`config.mk`:
```
export PLATFORM = sky130hd
export DESIGN_NAME = fft_sequencer
export DESIGN_NICKNAME = d
export VERILOG_FILES = /design/src/rtl/fft_sequencer.sv
export SDC_FILE = /design/constraint.sdc
export NUM_CORES = 1
export LEC_CHECK = 0
export BUFFER_PORTS_ARGS = -buffer_cell sky130_fd_sc_hd__buf_2
export CORE_MARGIN = 5
export CORE_UTILIZATION = 45
export DETAILED_ROUTE_END_ITERATION = 10
export PLACE_DENSITY = 0.73
export SLEW_MARGIN = 20
export SYNTH_ARGS = -nofsm -noshare
export SYNTH_HDL_FRONTEND = slang
export SYNTH_SLANG_ARGS = --single-unit
export TNS_END_PERCENT = 50
```
`constraint.sdc`:
```
create_clock -name clk -period 2.23 [get_ports clk]
set_clock_uncertainty 0.1 [all_clocks]
set_input_delay 0.669 -clock clk [delete_from_list [all_inputs] [get_ports clk]]
set_output_delay 0.669 -clock clk [all_outputs]
set_load 0.02 [all_outputs]
```
`src/rtl/fft_sequencer.sv`:
```
// Control sequencer for one radix-2 DIT FFT frame. It loads samples at bit-reversed addresses,
// issues butterfly pairs stage by stage, then drains the frame in natural order.
module fft_sequencer #(
    parameter int unsigned SAMPLES  = 8,
    parameter int unsigned WIDTH    = 3,
    parameter int unsigned BFLY_LAT = 2,
    localparam int unsigned L       = $clog2(SAMPLES),
    localparam int unsigned SW      = $clog2(L) + 1,
    localparam int unsigned GW      = (BFLY_LAT > 1) ? $clog2(BFLY_LAT) : 1
) (
    input  logic             clk,
    input  logic             reset,
    input  logic             start,
    input  logic             in_valid,
    output logic             in_ready,
    input  logic [WIDTH-1:0] in_data,
    output logic             wr_en,
    output logic [L-1:0]     wr_addr,
    output logic [WIDTH-1:0] wr_data,
    output logic             bfly_valid,
    input  logic             bfly_ready,
    output logic [L-1:0]     bfly_addr_a,
    output logic [L-1:0]     bfly_addr_b,
    output logic [L-2:0]     twiddle_idx,
    output logic [SW-1:0]    stage,
    output logic             rd_en,
    output logic [L-1:0]     rd_addr,
    output logic             out_valid,
    output logic [L-1:0]     out_index,
    output logic             busy,
    output logic             done
);

    typedef enum logic [2:0] {StIdle, StLoad, StCompute, StGap, StDrain, StFlush} state_e;

    localparam logic [L-1:0]  LastIdx = L'(SAMPLES - 1);
    localparam logic [L-1:0]  LastJ   = L'(SAMPLES / 2 - 1);
    localparam logic [SW-1:0] LastS   = SW'(L - 1);
    localparam logic [GW-1:0] LastGap = GW'(BFLY_LAT - 1);

    state_e state_q, state_d;
    logic [L-1:0]     idx_q, idx_d;
    logic [SW-1:0]    s_q, s_d;
    logic [GW-1:0]    gap_q, gap_d;
    logic             wr_en_q, wr_en_d;
    logic [L-1:0]     wr_addr_q, wr_addr_d;
    logic [WIDTH-1:0] wr_data_q, wr_data_d;
    logic             out_valid_q, out_valid_d;
    logic [L-1:0]     out_index_q, out_index_d;
    logic             done_q, done_d;

    logic             accept;
    logic             issue;
    logic [L-1:0]     h, k, base;

    function automatic logic [L-1:0] bitrev(input logic [L-1:0] v);
        logic [L-1:0] r;
        for (int b = 0; b < int'(L); b++) begin
            r[b] = v[int'(L) - 1 - b];
        end
        return r;
    endfunction

    always_ff @(posedge clk) begin
        if (reset) begin
            state_q <= StIdle;
        end else begin
            state_q <= state_d;
        end
    end

    always_comb begin
        state_d = state_q;
        unique case (state_q)
            StIdle:    if (start) state_d = StLoad;
            StLoad:    if (in_valid && idx_q == LastIdx) state_d = StCompute;
            StCompute: if (bfly_ready && idx_q == LastJ) state_d = (s_q == LastS) ? StDrain : StGap;
            StGap:     if (gap_q == LastGap) state_d = StCompute;
            StDrain:   if (idx_q == LastIdx) state_d = StFlush;
            StFlush:   state_d = StIdle;
            default:   state_d = StIdle;
        endcase
    end

    assign accept = (state_q == StLoad) && in_valid;
    assign issue  = (state_q == StCompute) && bfly_ready;

    // idx is the sample index in LOAD, j in COMPUTE and the read address in DRAIN.
    always_comb begin
        idx_d = idx_q;
        s_d   = s_q;
        gap_d = gap_q;
        if (state_d != state_q) begin
            idx_d = '0;
            gap_d = '0;
        end else if (accept || issue || state_q == StDrain) begin
            idx_d = idx_q + L'(1);
        end else if (state_q == StGap) begin
            gap_d = gap_q + GW'(1);
        end
        if (state_q == StIdle) begin
            s_d = '0;
        end else if (state_q == StGap && state_d == StCompute) begin
            s_d = s_q + SW'(1);
        end
    end

    always_comb begin
        wr_en_d     = accept;
        wr_addr_d   = accept ? bitrev(idx_q) : '0;
        wr_data_d   = accept ? in_data : '0;
        out_valid_d = rd_en;
        out_index_d = rd_addr;
        done_d      = (state_q == StFlush);
    end

    always_ff @(posedge clk) begin
        if (reset) begin
            idx_q       <= '0;
            s_q         <= '0;
            gap_q       <= '0;
            wr_en_q     <= 1'b0;
            wr_addr_q   <= '0;
            wr_data_q   <= '0;
            out_valid_q <= 1'b0;
            out_index_q <= '0;
            done_q      <= 1'b0;
        end else begin
            idx_q       <= idx_d;
            s_q         <= s_d;
            gap_q       <= gap_d;
            wr_en_q     <= wr_en_d;
            wr_addr_q   <= wr_addr_d;
            wr_data_q   <= wr_data_d;
            out_valid_q <= out_valid_d;
            out_index_q <= out_index_d;
            done_q      <= done_d;
        end
    end

    // Butterfly pair for group j/h, offset k within a group of span 2h.
    always_comb begin
        h    = L'(1) << s_q;
        k    = idx_q & (h - L'(1));
        base = (idx_q >> s_q) << (s_q + SW'(1));
    end

    always_comb begin
        in_ready    = (state_q == StLoad);
        bfly_valid  = (state_q == StCompute);
        bfly_addr_a = '0;
        bfly_addr_b = '0;
        twiddle_idx = '0;
        stage       = '0;
        if (state_q == StCompute) begin
            bfly_addr_a = base | k;
            bfly_addr_b = base | k | h;
            twiddle_idx = (L-1)'(k << (LastS - s_q));
            stage       = s_q;
        end
        rd_en     = (state_q == StDrain);
        rd_addr   = (state_q == StDrain) ? idx_q : '0;
        busy      = (state_q != StIdle);
        wr_en     = wr_en_q;
        wr_addr   = wr_addr_q;
        wr_data   = wr_data_q;
        out_valid = out_valid_q;
        out_index = out_index_q;
        done      = done_q;
    end

endmodule

```
### After elaboration in Yosys (flattened, before gate mapping)

Index checks and enable logic that the tools add are counted.
W data, S select, Z words.

* word-level logic and storage cells: 59
* output and inout bits: 30
* register bits after elaboration: 22

* shift-type cells: 4
* muxes and demuxes: 12
* equality and inequality tests: 10
* bitwise logic cells: 5
* add/subtract/negate cells: 5
* reductions and logical operators: 13

Operators with widths (number)
* $mux W3: 10
* $eq A3 B2 Y1 const B: 5
* $pmux W3 S5: 1
* $eq A3 B3 Y1 const B: 3
* $add A3 B1 Y3 const B: 2
* $or A3 B3 Y3: 2
* $reduce_or A2 Y1: 3
* $logic_and A1 B1 Y1: 5
* $and A3 B3 Y3: 1
* $eq A3 B1 Y1 const B: 1
* $logic_not A3 Y1: 1
* $ne A3 B3 Y1: 1
* $reduce_bool A3 Y1: 1
* $shl A1 B3 Y3 const A: 1
* $shl A3 B3 Y2: 1
* $shl A3 B3 Y3: 1
* $shr A3 B3 Y3: 1
* $sub A2 B3 Y3 const A: 1
* $sub A3 B1 Y3 const B: 1
* $logic_or A1 B1 Y1: 2
* $mux W2: 1
* $not A1 Y1: 2
* $reduce_and A2 Y1: 1
* $add A1 B1 Y1 const B: 1

### Depth between registers and ports, before layout

Gate-level depths: netlist of run 1.

* depth after elaboration: 6
* depth in mapped cells: 9
* gate-level depth less buffers: 8

### Worst setup path before layout of run 1

Ideal clock, no wire load.

* path type: reg2out
* from: reg s_q[0]
* to: out bfly_addr_b[1]
* slack: -430 ps
* buffers on the path: 1
* arrival time: 1891 ps
* stages on the path, launching flop included: 6
* cell sequence: dfxtp_1 buf_2 inv_2 ha_1 or4_1 a31oi_1

* word-level cells in the longest chain between the ends: 6
* elaborated cells on any way between the ends: 9

RTL lines
* start: declaration: RTL line 43 `logic [SW-1:0] s_q, s_d;`
* start signal: assignment: RTL line 120 `s_q <= '0;`
* start signal: assignment: RTL line 130 `s_q <= s_d;`
* branches (longest 4 deep; another with $add A3 B1 Y3)
* $or A3 B3 Y3 *: RTL line 157 `bfly_addr_b = base | k | h;`
* $mux W3 *: RTL line 155 `if (state_q == StCompute) begin`
* end: declaration: RTL line 23 `output logic [L-1:0] bfly_addr_b,`

Every way passes the cells marked *.

### Final worst setup path of run 1

* from: reg s_q[0]
* to: out bfly_addr_a[1]

* word-level cells in the longest chain between the ends: 5
* elaborated cells on any way between the ends: 8

RTL lines
* branches (longest 3 deep; another with $add A3 B1 Y3)
* $or A3 B3 Y3 *: RTL line 156 `bfly_addr_a = base | k;`
* $mux W3 *: RTL line 155
* end: declaration: RTL line 22 `output logic [L-1:0] bfly_addr_a,`

Marked as above.

==> results.ini, run 1 <==
[synth]
yosys-top-cells-count=22 x dfxtp_1, 11 x nor2_1, 10 x a21oi_1
yosysMostFrequentCell=dfxtp_1
yosysSeqAreaShare_pct=35.3
ys_seq_elements=22
ys.flop_type=dfxtp_1
yosys_warnings=0
synth-edff-count=0
synthTopCellsByArea=dfxtp_1 35%, ha_1 8.0%, and2_1 4.5%
synth_area_um2=1250
async_flop_share_pct=0
synth_nets=159
synthCells=143
synth.largest_area_cell=dfxtp_1
synth_cell_types=38
avgSynthCellArea_um2=8.72
synth_top_area_share_pct=35.3

[cts]
cts_buffers=3
clock_sinks=22
clockBufferDepth=2
htreeDepth=1
cts_tree=built
hold_buffers=0
clk_latency_ns=0.30
clk_pin_slew_ns=0.12
cts-root-buf=clkbuf_4

[floorplan]
row_count=19
die_x_um=62.7
io_pins=38
core_area_um2=2710
start_util_pct=46.0
die_area_um2=3930
die_h_um=62.7

[critical_path]
path_class=reg2out
crit_path_max_fanout=5
r2r-end=idx_q[2]
crit_path_start_kind=flip-flop
crit_arrival_ns=1.86
r2r_start=s_q[0]
cp_data_required_time_ns=1.46
reg2reg_slack_ns=0.10
ff2ff_path_depth=8
cp-end-kind=output pin

[detailed_routing]
ant_nets=0
via_per_inst=5.30
drt-initial-drc-count=38
num_vias=1220
wire_per_inst_um=14.5
dr.pass1.iters=4
drc_errors=0
drt-total-wl_um=3330

[hold_path]
hold_path_class=reg2reg
hold_start=idx_q[0]
hold_depth=1
min_to=wr_addr[2]

[pwr]
peakVddDrop_mv=0.326
p_leak_nw=0.812
power_density_nw_per_um2=385

[placement]
routabilityCongestion=0.863
io_buffer_count=37
dp_hpwl_um=2560
dpl-instance-area_um2=1650
dp.cells=222

[sta]
report.final.slew_viol_count=0
final_hold_viol_count=0
rsz0062_at_grt=true
fin_crit_sh_pct=118
setup-violations-final=10
worst_pin_slew_ns=0.517
fmax_ghz=0.381
min_period_ns=2.63
max_slew_margin_pct=65.3
setup_slack_ns=-0.397

[layout]
diodes=0
instances_no_fill=230
area_delta_synth_final_pct=49.7
fin_nets=216
stdcell_area_um2=1870
drive_above_1_share_pct=50.3

[grt]
antenna_found_initial=0
grt_overflow=0
grt_max_degree=23
gr-usage-all-layers_pct=16.6
grt_pass1_wl_um=5460
grt_pass1_vias=1247

[flow_run]
cap_violations=0

[run_status]
status=finished, violations left
violations=setup timing

timing repair:
item,4_1_cts,5_1_grt
setup endpoints to repair,13,15
setup buffers,3,1
pin swaps,7,3
resized for setup,24,16
cells by family after synthesis:
logic type      count (synthesis)  share of synthesized area [%]
buf+inv                        16                           6.22
compound gates                 24                           14.7
fa+ha+maj                       8                           8.02
flops                          22                           35.3
xor+xnor                        7                           4.91
simple gates                   65                           30.0
mux                             1                          0.802
sequential cells by signal, summed over array words and instances, names as in the netlist:
signal     count
wr_addr        3
out_valid      1
wr_data        3
wr_en          1
gap_q          1
s_q            3
out_index      3
state_q        3
done           1
idx_q          3
cell type report:
cell class	count	area (um2)
Multi-Input combinational cell	105	881
Fill cell	207	842
Sequential cell	22	454
Timing Repair Buffer	61	415
Clock buffer	4	47.5
Tap cell	31	38.8
Inverter	7	31.3
power by group:
| part | switching (mW) | internal [mW] |
|---|---|---|
| clock | 0.123 | 0.137 |
| sequential | 0.00283 | 0.395 |
| combinational | 0.0359 | 0.0250 |
| total | 0.161 | 0.557 |
stage by stage:
step / power (mW) / hold WS [ns] / setup TNS, ns / worst slack [ns] / utilization [%]
finish: 0.718 / 0.427 / -2.60 / -0.397 / 68.9
detailed placement: 0.467 / 0.436 / -0.349 / -0.0891 / 60.8
global placement: 0.465 / 0.438 / -0.132 / -0.0532 / 60.8
CTS: 0.719 / 0.448 / -2.58 / -0.400 / 66.1
global route: 0.744 / 0.448 / -3.31 / -0.443 / 68.9
floorplan: 0.446 / 0.399 / -0.135 / -0.0608 / -
cell usage in the layout (no fill, tap or decap), types with 2 or more instances in the layout:
cell      Yosys  layout
buf_4         0      29
buf_2         2      26
dfxtp_1      22      15
and2_1        9       9
nand2_1       8       8
nor2_1       11       8
a21oi_1      10       7
nand3_1       6       6
buf_6         2       6
nor3_1        6       5
dfxtp_2       0       5
nand2b_4      0       4
inv_1         5       4
nand3b_1      4       4
xnor2_1       4       4
ha_1          8       4
nor3b_1       4       3
nor2_2        0       3
xor2_1        3       3
nor4_1        3       3
ha_4          0       3
clkbuf_4      0       3
inv_4         0       2
a21oi_2       0       2
a31oi_1       3       2
nand2b_1      6       2
a211oi_1      2       2
a31o_1        2       2
dfxtp_4       0       2
worst max path at each step:
| stage | from | slack (ns) | end | cells past startpoint |
|---|---|---|---|---|
| floorplan | s_q[0] | -0.06 | bfly_addr_a[1] | 5 |
| global placement | s_q[1] | -0.05 | bfly_addr_a[1] | 5 |
| detailed placement | s_q[0] | -0.09 | bfly_addr_b[0] | 5 |
| CTS | s_q[1] | -0.40 | bfly_addr_a[1] | 5 |
| global route | s_q[0] | -0.44 | bfly_addr_a[1] | 5 |
| finish | s_q[0] | -0.40 | bfly_addr_a[1] | 5 |
metal layers:
metal / vias up / routed length, um / global-route usage [%]
met5: - / 0 / 0
li1: 611 / - / -
met3: 5 / 196 / 2.70
met1: 561 / 1390 / 18.9
met4: 0 / 36 / 6.10
met2: 43 / 1710 / 30.4
worst max-delay path, stage by stage, from the launching register on:
cell,delay (ns)
dfxtp_4,0.40
inv_4,0.05
ha_4,0.23
or4_4,0.58
a21oi_4,0.17
buf_6,0.13
No activity file was read; power rests on OpenSTA's default activity.
==> run 2: changes to the inputs <==
--- a/config.mk
+++ b/config.mk
@@ -5,11 +5,12 @@
 export SDC_FILE = /design/constraint.sdc
 export NUM_CORES = 1
 export LEC_CHECK = 0
+export ABC_AREA = 1
 export BUFFER_PORTS_ARGS = -buffer_cell sky130_fd_sc_hd__buf_2
 export CORE_MARGIN = 5
 export CORE_UTILIZATION = 45
 export DETAILED_ROUTE_END_ITERATION = 10
-export PLACE_DENSITY = 0.73
+export PLACE_DENSITY = 0.74
 export SLEW_MARGIN = 20
 export SYNTH_ARGS = -nofsm -noshare
 export SYNTH_HDL_FRONTEND = slang
==> results.ini, run 2 <==
[run_status]
status=finished, violations left
violations=setup timing

[grt]
grt_max_degree=14  ; -39%
antenna_found_initial=0  ; unchanged
grt_pass1_wl_um=5310  ; -2.9%
grt_overflow=0  ; unchanged
gr-usage-all-layers_pct=18.5  ; +1.9 points
grt_pass1_vias=1282  ; +2.8%

[placement]
dp_hpwl_um=2490  ; -2.7%
io_buffer_count=37  ; unchanged
dpl-instance-area_um2=1620  ; -1.7%
routabilityCongestion=0.934  ; +8.1%
dp.cells=268  ; +21%

[synth]
yosys-top-cells-count=40 x nand2_1, 30 x nor2_1, 22 x dfxtp_1
synth.largest_area_cell=dfxtp_1
yosysSeqAreaShare_pct=36.4  ; +1.1 points
synth_nets=197  ; +24%
synthTopCellsByArea=dfxtp_1 36%, nand2_1 12%, nor2_1 9.3%
synth_area_um2=1210  ; -3.0%
yosysMostFrequentCell=nand2_1
avgSynthCellArea_um2=6.68  ; -23%
yosys_warnings=0  ; unchanged
synthCells=181  ; +27%
async_flop_share_pct=0  ; unchanged
ys.flop_type=dfxtp_1
synth_cell_types=23  ; -39%
synth-edff-count=0  ; unchanged
ys_seq_elements=22  ; unchanged
synth_top_area_share_pct=36.4  ; +1.1 points

[sta]
setup-violations-final=8  ; -2
setup_slack_ns=-0.440  ; -0.0429 ns
fmax_ghz=0.375  ; -1.6%
final_hold_viol_count=0  ; unchanged
hold_slack_ns=0.455  ; +0.0280 ns
rsz0062_at_grt=true
report.final.slew_viol_count=0  ; unchanged
fin_crit_sh_pct=120  ; +1.9 points
min_period_ns=2.67  ; +0.0429 ns
worst_pin_slew_ns=0.379  ; -0.138 ns
max_slew_margin_pct=74.5  ; +9.2 points

[cts]
clk_pin_slew_ns=0.13  ; about the same
hold_buffers=0  ; unchanged
clockBufferDepth=2  ; unchanged
clock_sinks=22  ; unchanged
clk_latency_ns=0.31  ; about the same
cts_buffers=3  ; unchanged
htreeDepth=1  ; unchanged
cts-root-buf=clkbuf_4
cts_tree=built

[layout]
multi_input_area_um2=773  ; -12%
seq_area_um2=447  ; -1.7%
area_delta_synth_final_pct=54.5
instances_no_fill=277  ; +20%
layout_commonest_cell=nand2_1
stdcell_area_um2=1870  ; about the same
mostFrequentLayoutCells=35 x nand2_1, 31 x buf_4, 30 x nor2_1
fin_nets=264  ; +22%
final_core_utilization_pct=74.1  ; +5.2 points
nFillCells=200  ; -3.4%
drive_above_1_share_pct=44.1  ; -6.1 points
diodes=0  ; unchanged

[floorplan]
die_h_um=61.9  ; -1.3%
core_area_um2=2520  ; -6.9%
start_util_pct=48.0  ; +1.9 points
die_area_um2=3830  ; -2.5%
die_x_um=61.9  ; -1.3%
row_count=18  ; -1
io_pins=38  ; unchanged

[pwr]
p_leak_nw=0.960  ; +18%
peakVddDrop_mv=0.521  ; +60%
power_density_nw_per_um2=388  ; +1.0%

[critical_path]
path_class=reg2out
slowest_stage=dfxtp_4
cp-end-kind=output pin
max_stage_delay_ns=0.41  ; -0.17 ns
crit_path_cell_trace=inv_4 -> ha_4 -> nand2_4 -> ha_4 -> or2_4 -> a21oi_2 -> nand3_2 -> a21oi_4 -> buf_6
crit_arrival_ns=1.90  ; +0.04 ns
crit_path_max_fanout=3  ; -2
crit_top_cell=ha_4
crit_path_start_kind=flip-flop
cp_data_required_time_ns=1.46  ; about the same

[hold_path]
hold_path_class=in2reg

[detailed_routing]
drt-total-wl_um=3460  ; +3.8%
ant_nets=0  ; unchanged
via_per_inst=4.91  ; -7.4%
num_vias=1360  ; +11%
wire_per_inst_um=12.5  ; -14%
drc_errors=0  ; unchanged
drt-initial-drc-count=46  ; +21%
dr.pass1.iters=4  ; unchanged

[flow_run]
cap_violations=0  ; unchanged

[run 2: cell count changes after synthesis, sizes merged, moves of 4 or more]
| cell | delta |
|---|---|
| nand2 | +34 |
| inv | +22 |
| nor2 | +21 |
| and2 | -9 |
| nand2b | -6 |
| nand3 | +6 |
| o21ai | +6 |
| clkbuf | -4 |
| nand3b | -4 |
| nor3 | -4 |
| nor3b | -4 |
[run 2: report_power, final]
group / switching (mW) / total (mW) / internal (mW) / leakage (nW)
combinational: 0.0407 / 0.0626 / 0.0220 / 0.754
clock: 0.125 / 0.262 / 0.137 / 0.0261
sequential: 0.00540 / 0.402 / 0.396 / 0.179
[run 2: final timing paths]
| path | startpoint | endpoint | slack [ns] | cells after the start |
|---|---|---|---|---|
| setup / recovery | s_q[0] | twiddle_idx[1] | -0.44 | 9 |
| hold / removal | in_data[1] | wr_data[1] | 0.45 | 3 |
| setup reg to reg | idx_q[0] | gap_q | 0.44 | 10 |
| hold reg to reg | gap_q | s_q[0] | 0.45 | 2 |
[run 2: final cells by class]
| cell class | instances | area share [%] |
|---|---|---|
| Multi-Input combinational cell | 125 | 41.4 |
| Sequential cell | 22 | 23.9 |
| Timing Repair Buffer | 65 | 23.6 |
| Inverter | 31 | 6.63 |
| Clock buffer | 4 | 2.54 |
| Tap cell | 30 | 2.01 |
[run 2: through the flow]
| step | setup slack, ns | total power, mW | setup TNS [ns] |
|---|---|---|---|
| 5_1_grt | -0.521 | 0.756 | -3.46 |
| 3_3_place_gp | -0.199 | 0.469 | -0.526 |
| 2_1_floorplan | -0.158 | 0.449 | -0.170 |
| 4_1_cts | -0.424 | 0.725 | -2.57 |
| 6_report | -0.440 | 0.726 | -2.69 |
| 3_5_place_dp | -0.292 | 0.470 | -0.878 |
[run 2: cell families after synthesis]
logic type / count (synthesis) / synth area share, %
AO/OA/AOI/OAI: 20 / 8.27
adder cells (fa/ha/maj): 8 / 8.27
AND/OR/NAND/NOR: 96 / 35.4
flip-flops: 22 / 36.4
XOR/XNOR: 1 / 0.724
buffers and inverters: 34 / 11.0
[run 2: repair_timing]
action / 4_1_cts / 5_1_grt
setup endpoints to repair: 8 / 16
pin swaps: 10 / 7
endpoints found under the hold margin: 0 / 0
buffers inserted: 3 / 2
resized for setup: 28 / 13
[run 2: critical path: cells and delay by family, from the launching register on]
kind | cells | cell delay [ns]
AOI/OAI and AO/OA | 2 | 0.26
adders and majority gates | 2 | 0.36
buffers and inverters | 2 | 0.18
DFF | 1 | 0.41
and+or+nand+nor | 3 | 0.39
[run 2: per-layer routing]
metal  vias up  share of wire (%)  wire length [um]  track usage, %
li1        698                  -                 -               -
met1       611                 41              1410            22.5
met2        44                 53              1830            32.3
met3         7                5.0               173            2.69
met4         0                1.2                43            7.88
met5         -                  0                 0               0
==> run 3: changes to the inputs <==
--- a/config.mk
+++ b/config.mk
@@ -5,12 +5,11 @@
 export SDC_FILE = /design/constraint.sdc
 export NUM_CORES = 1
 export LEC_CHECK = 0
-export ABC_AREA = 1
 export BUFFER_PORTS_ARGS = -buffer_cell sky130_fd_sc_hd__buf_2
 export CORE_MARGIN = 5
-export CORE_UTILIZATION = 45
+export CORE_UTILIZATION = 50
 export DETAILED_ROUTE_END_ITERATION = 10
-export PLACE_DENSITY = 0.74
+export PLACE_DENSITY = 0.77
 export SLEW_MARGIN = 20
 export SYNTH_ARGS = -nofsm -noshare
 export SYNTH_HDL_FRONTEND = slang
==> constraint.sdc (replaced) <==
create_clock -name clk -period 3 [get_ports clk]
set_clock_uncertainty 0.1 [all_clocks]
set_input_delay 0.9 -clock clk [delete_from_list [all_inputs] [get_ports clk]]
set_output_delay 0.9 -clock clk [all_outputs]
set_load 0.02 [all_outputs]
==> results.ini, run 3 (same netlist as run 1, synthesis figures left out) <==
[cts]
hold_buffers=0  ; unchanged
cts-root-buf=clkbuf_4
clock_sinks=22  ; unchanged
clockBufferDepth=2  ; unchanged
clk_pin_slew_ns=0.13  ; about the same
cts_tree=built
htreeDepth=1  ; unchanged
clk_latency_ns=0.32  ; about the same
cts_buffers=3  ; unchanged

[critical_path]
r2r-end=idx_q[2]
cp_num_buf_inv=2  ; unchanged
cp_num_cells=5  ; -4
max_stage_delay_ns=0.54  ; +0.13 ns
ff2ff_path_depth=6  ; -4
cp_top_family=simple AND/OR/NAND/NOR gates
path_class=reg2out
slowest_stage=or4_4
crit_path_start_kind=flip-flop
crit_arrival_ns=2.04  ; +0.14 ns
crit_path_max_fanout=5  ; +2
r2r_start=idx_q[1]
crit_path_cell_trace=inv_2 -> ha_1 -> or4_4 -> a31oi_1 -> buf_4
cp_data_required_time_ns=2.00  ; +0.54 ns
reg2reg_slack_ns=0.66  ; +0.22 ns
cp-end-kind=output pin

[hold_path]
hold_path_class=reg2reg
min_to=s_q[1]
hold_start=s_q[1]
hold_depth=2  ; -1

[layout]
stdcell_area_um2=1600  ; -14%
fin_nets=202  ; -23%
area_delta_synth_final_pct=28.5
final_core_utilization_pct=65.9  ; -8.2 points
drive_above_1_share_pct=36.2  ; -7.9 points
layout_commonest_cell=buf_2
nFillCells=198  ; -1.0%
instances_no_fill=215  ; -22%
diodes=0  ; unchanged
mostFrequentLayoutCells=34 x buf_2, 19 x dfxtp_1, 12 x buf_4

[detailed_routing]
via_per_inst=5.45  ; +11%
wire_per_inst_um=14.9  ; +20%
drt-total-wl_um=3210  ; -7.2%
ant_nets=0  ; unchanged
drc_errors=0  ; unchanged
drt-initial-drc-count=26  ; -43%
dr.pass1.iters=4  ; unchanged
num_vias=1172  ; -14%

[floorplan]
die_h_um=60.0  ; -3.1%
core_area_um2=2430  ; -3.6%
row_count=18  ; unchanged
start_util_pct=51.3  ; +3.3 points
die_area_um2=3590  ; -6.0%
io_pins=38  ; unchanged
die_x_um=60.0  ; -3.1%

[grt]
grt_pass1_wl_um=5020  ; -5.5%
antenna_found_initial=0  ; unchanged
gr-usage-all-layers_pct=18.5  ; +0.077 points
grt_overflow=0  ; unchanged
grt_max_degree=23  ; +9
grt_pass1_vias=1119  ; -13%

[placement]
routabilityCongestion=0.866  ; -7.2%
dpl-instance-area_um2=1460  ; -10%
dp.cells=206  ; -23%
dp_hpwl_um=2190  ; -12%
pre_cts_ws_ns=0.240  ; +0.531 ns
io_buffer_count=37  ; unchanged

[sta]
setup_tns_ns=-0.0405  ; +2.65 ns
setup-violations-final=1  ; -7
hold_slack_ns=0.413  ; -0.0411 ns
fmax_ghz=0.329
fin_crit_sh_pct=101
final_hold_viol_count=0  ; unchanged
report.final.slew_viol_count=0  ; unchanged
setup_slack_ns=-0.0405  ; +0.400 ns
worst_pin_slew_ns=0.960  ; +0.582 ns
min_period_ns=3.04
rsz0062_at_grt=true
max_slew_margin_pct=35.4  ; -39 points

[run_status]
status=finished, violations left
violations=setup timing

[flow_run]
cap_violations=0  ; unchanged

[pwr]
p_leak_nw=0.722  ; -25%
power_uw=573  ; -21%
power_density_nw_per_um2=357  ; -8.0%
peakVddDrop_mv=0.350  ; -33%

run 3: cell count changes in the layout (fill, tap and decap cells not counted), sizes merged, moves of 6 or more:
cell / delta
nand3: -6
inv: -23
nor2: -21
nand2b: +6
o21ai: -6
and2: +9
buf: -18
nand2: -34
run 3: routing by layer:
| metal | vias up | track usage (%) | routed length, um |
|---|---|---|---|
| met4 | 0 | 7.59 | 59 |
| li1 | 585 | - | - |
| met1 | 544 | 22.9 | 1340 |
| met5 | - | 0 | 0 |
| met3 | 6 | 4.10 | 207 |
| met2 | 37 | 30.9 | 1600 |
run 3: worst reg2reg max path: stages, from the launching register on:
cell and delay (ns):
dfxtp_1 0.52, ha_1 0.24, ha_1 0.24, a31o_1 0.16
a211oi_1 0.07, or4bb_1 0.62, a221oi_2 0.30
run 3: what timing repair did:
action | in CTS | in global routing
resized for setup | 2 | 14
pin swaps | 0 | 3
setup buffers | 2 | 3
endpoints found under the setup margin | 4 | 7
run 3: cell type report:
| type | count | area, um2 | share of cell area [%] |
|---|---|---|---|
| multi-input combinational | 105 | 768 | 47.9 |
| sequential | 22 | 447 | 27.9 |
| timing repair buffer | 47 | 272 | 16.9 |
| tap | 30 | 37.5 | 2.34 |
| clock inverter | 1 | 30.0 | 1.87 |
| inverter | 7 | 26.3 | 1.64 |
| clock buffer | 3 | 22.5 | 1.41 |
run 3: how the worst max path moves through the flow:
stage,startpoint,endpoint,slack [ns]
global placement,s_q[1],bfly_addr_b[1],0.33
CTS,s_q[0],bfly_addr_b[0],0.001
floorplan,s_q[0],bfly_addr_b[1],0.11
detailed placement,s_q[1],bfly_addr_b[1],0.24
finish,s_q[1],bfly_addr_b[1],-0.04
global route,s_q[0],bfly_addr_b[1],-0.1
run 3: report_power, final:
part,total [mW],internal [mW],switching (mW)
Sequential,0.297,0.295,0.00232
Clock,0.233,0.135,0.0977
Combinational,0.0426,0.0166,0.0260
Total,0.573,0.446,0.126
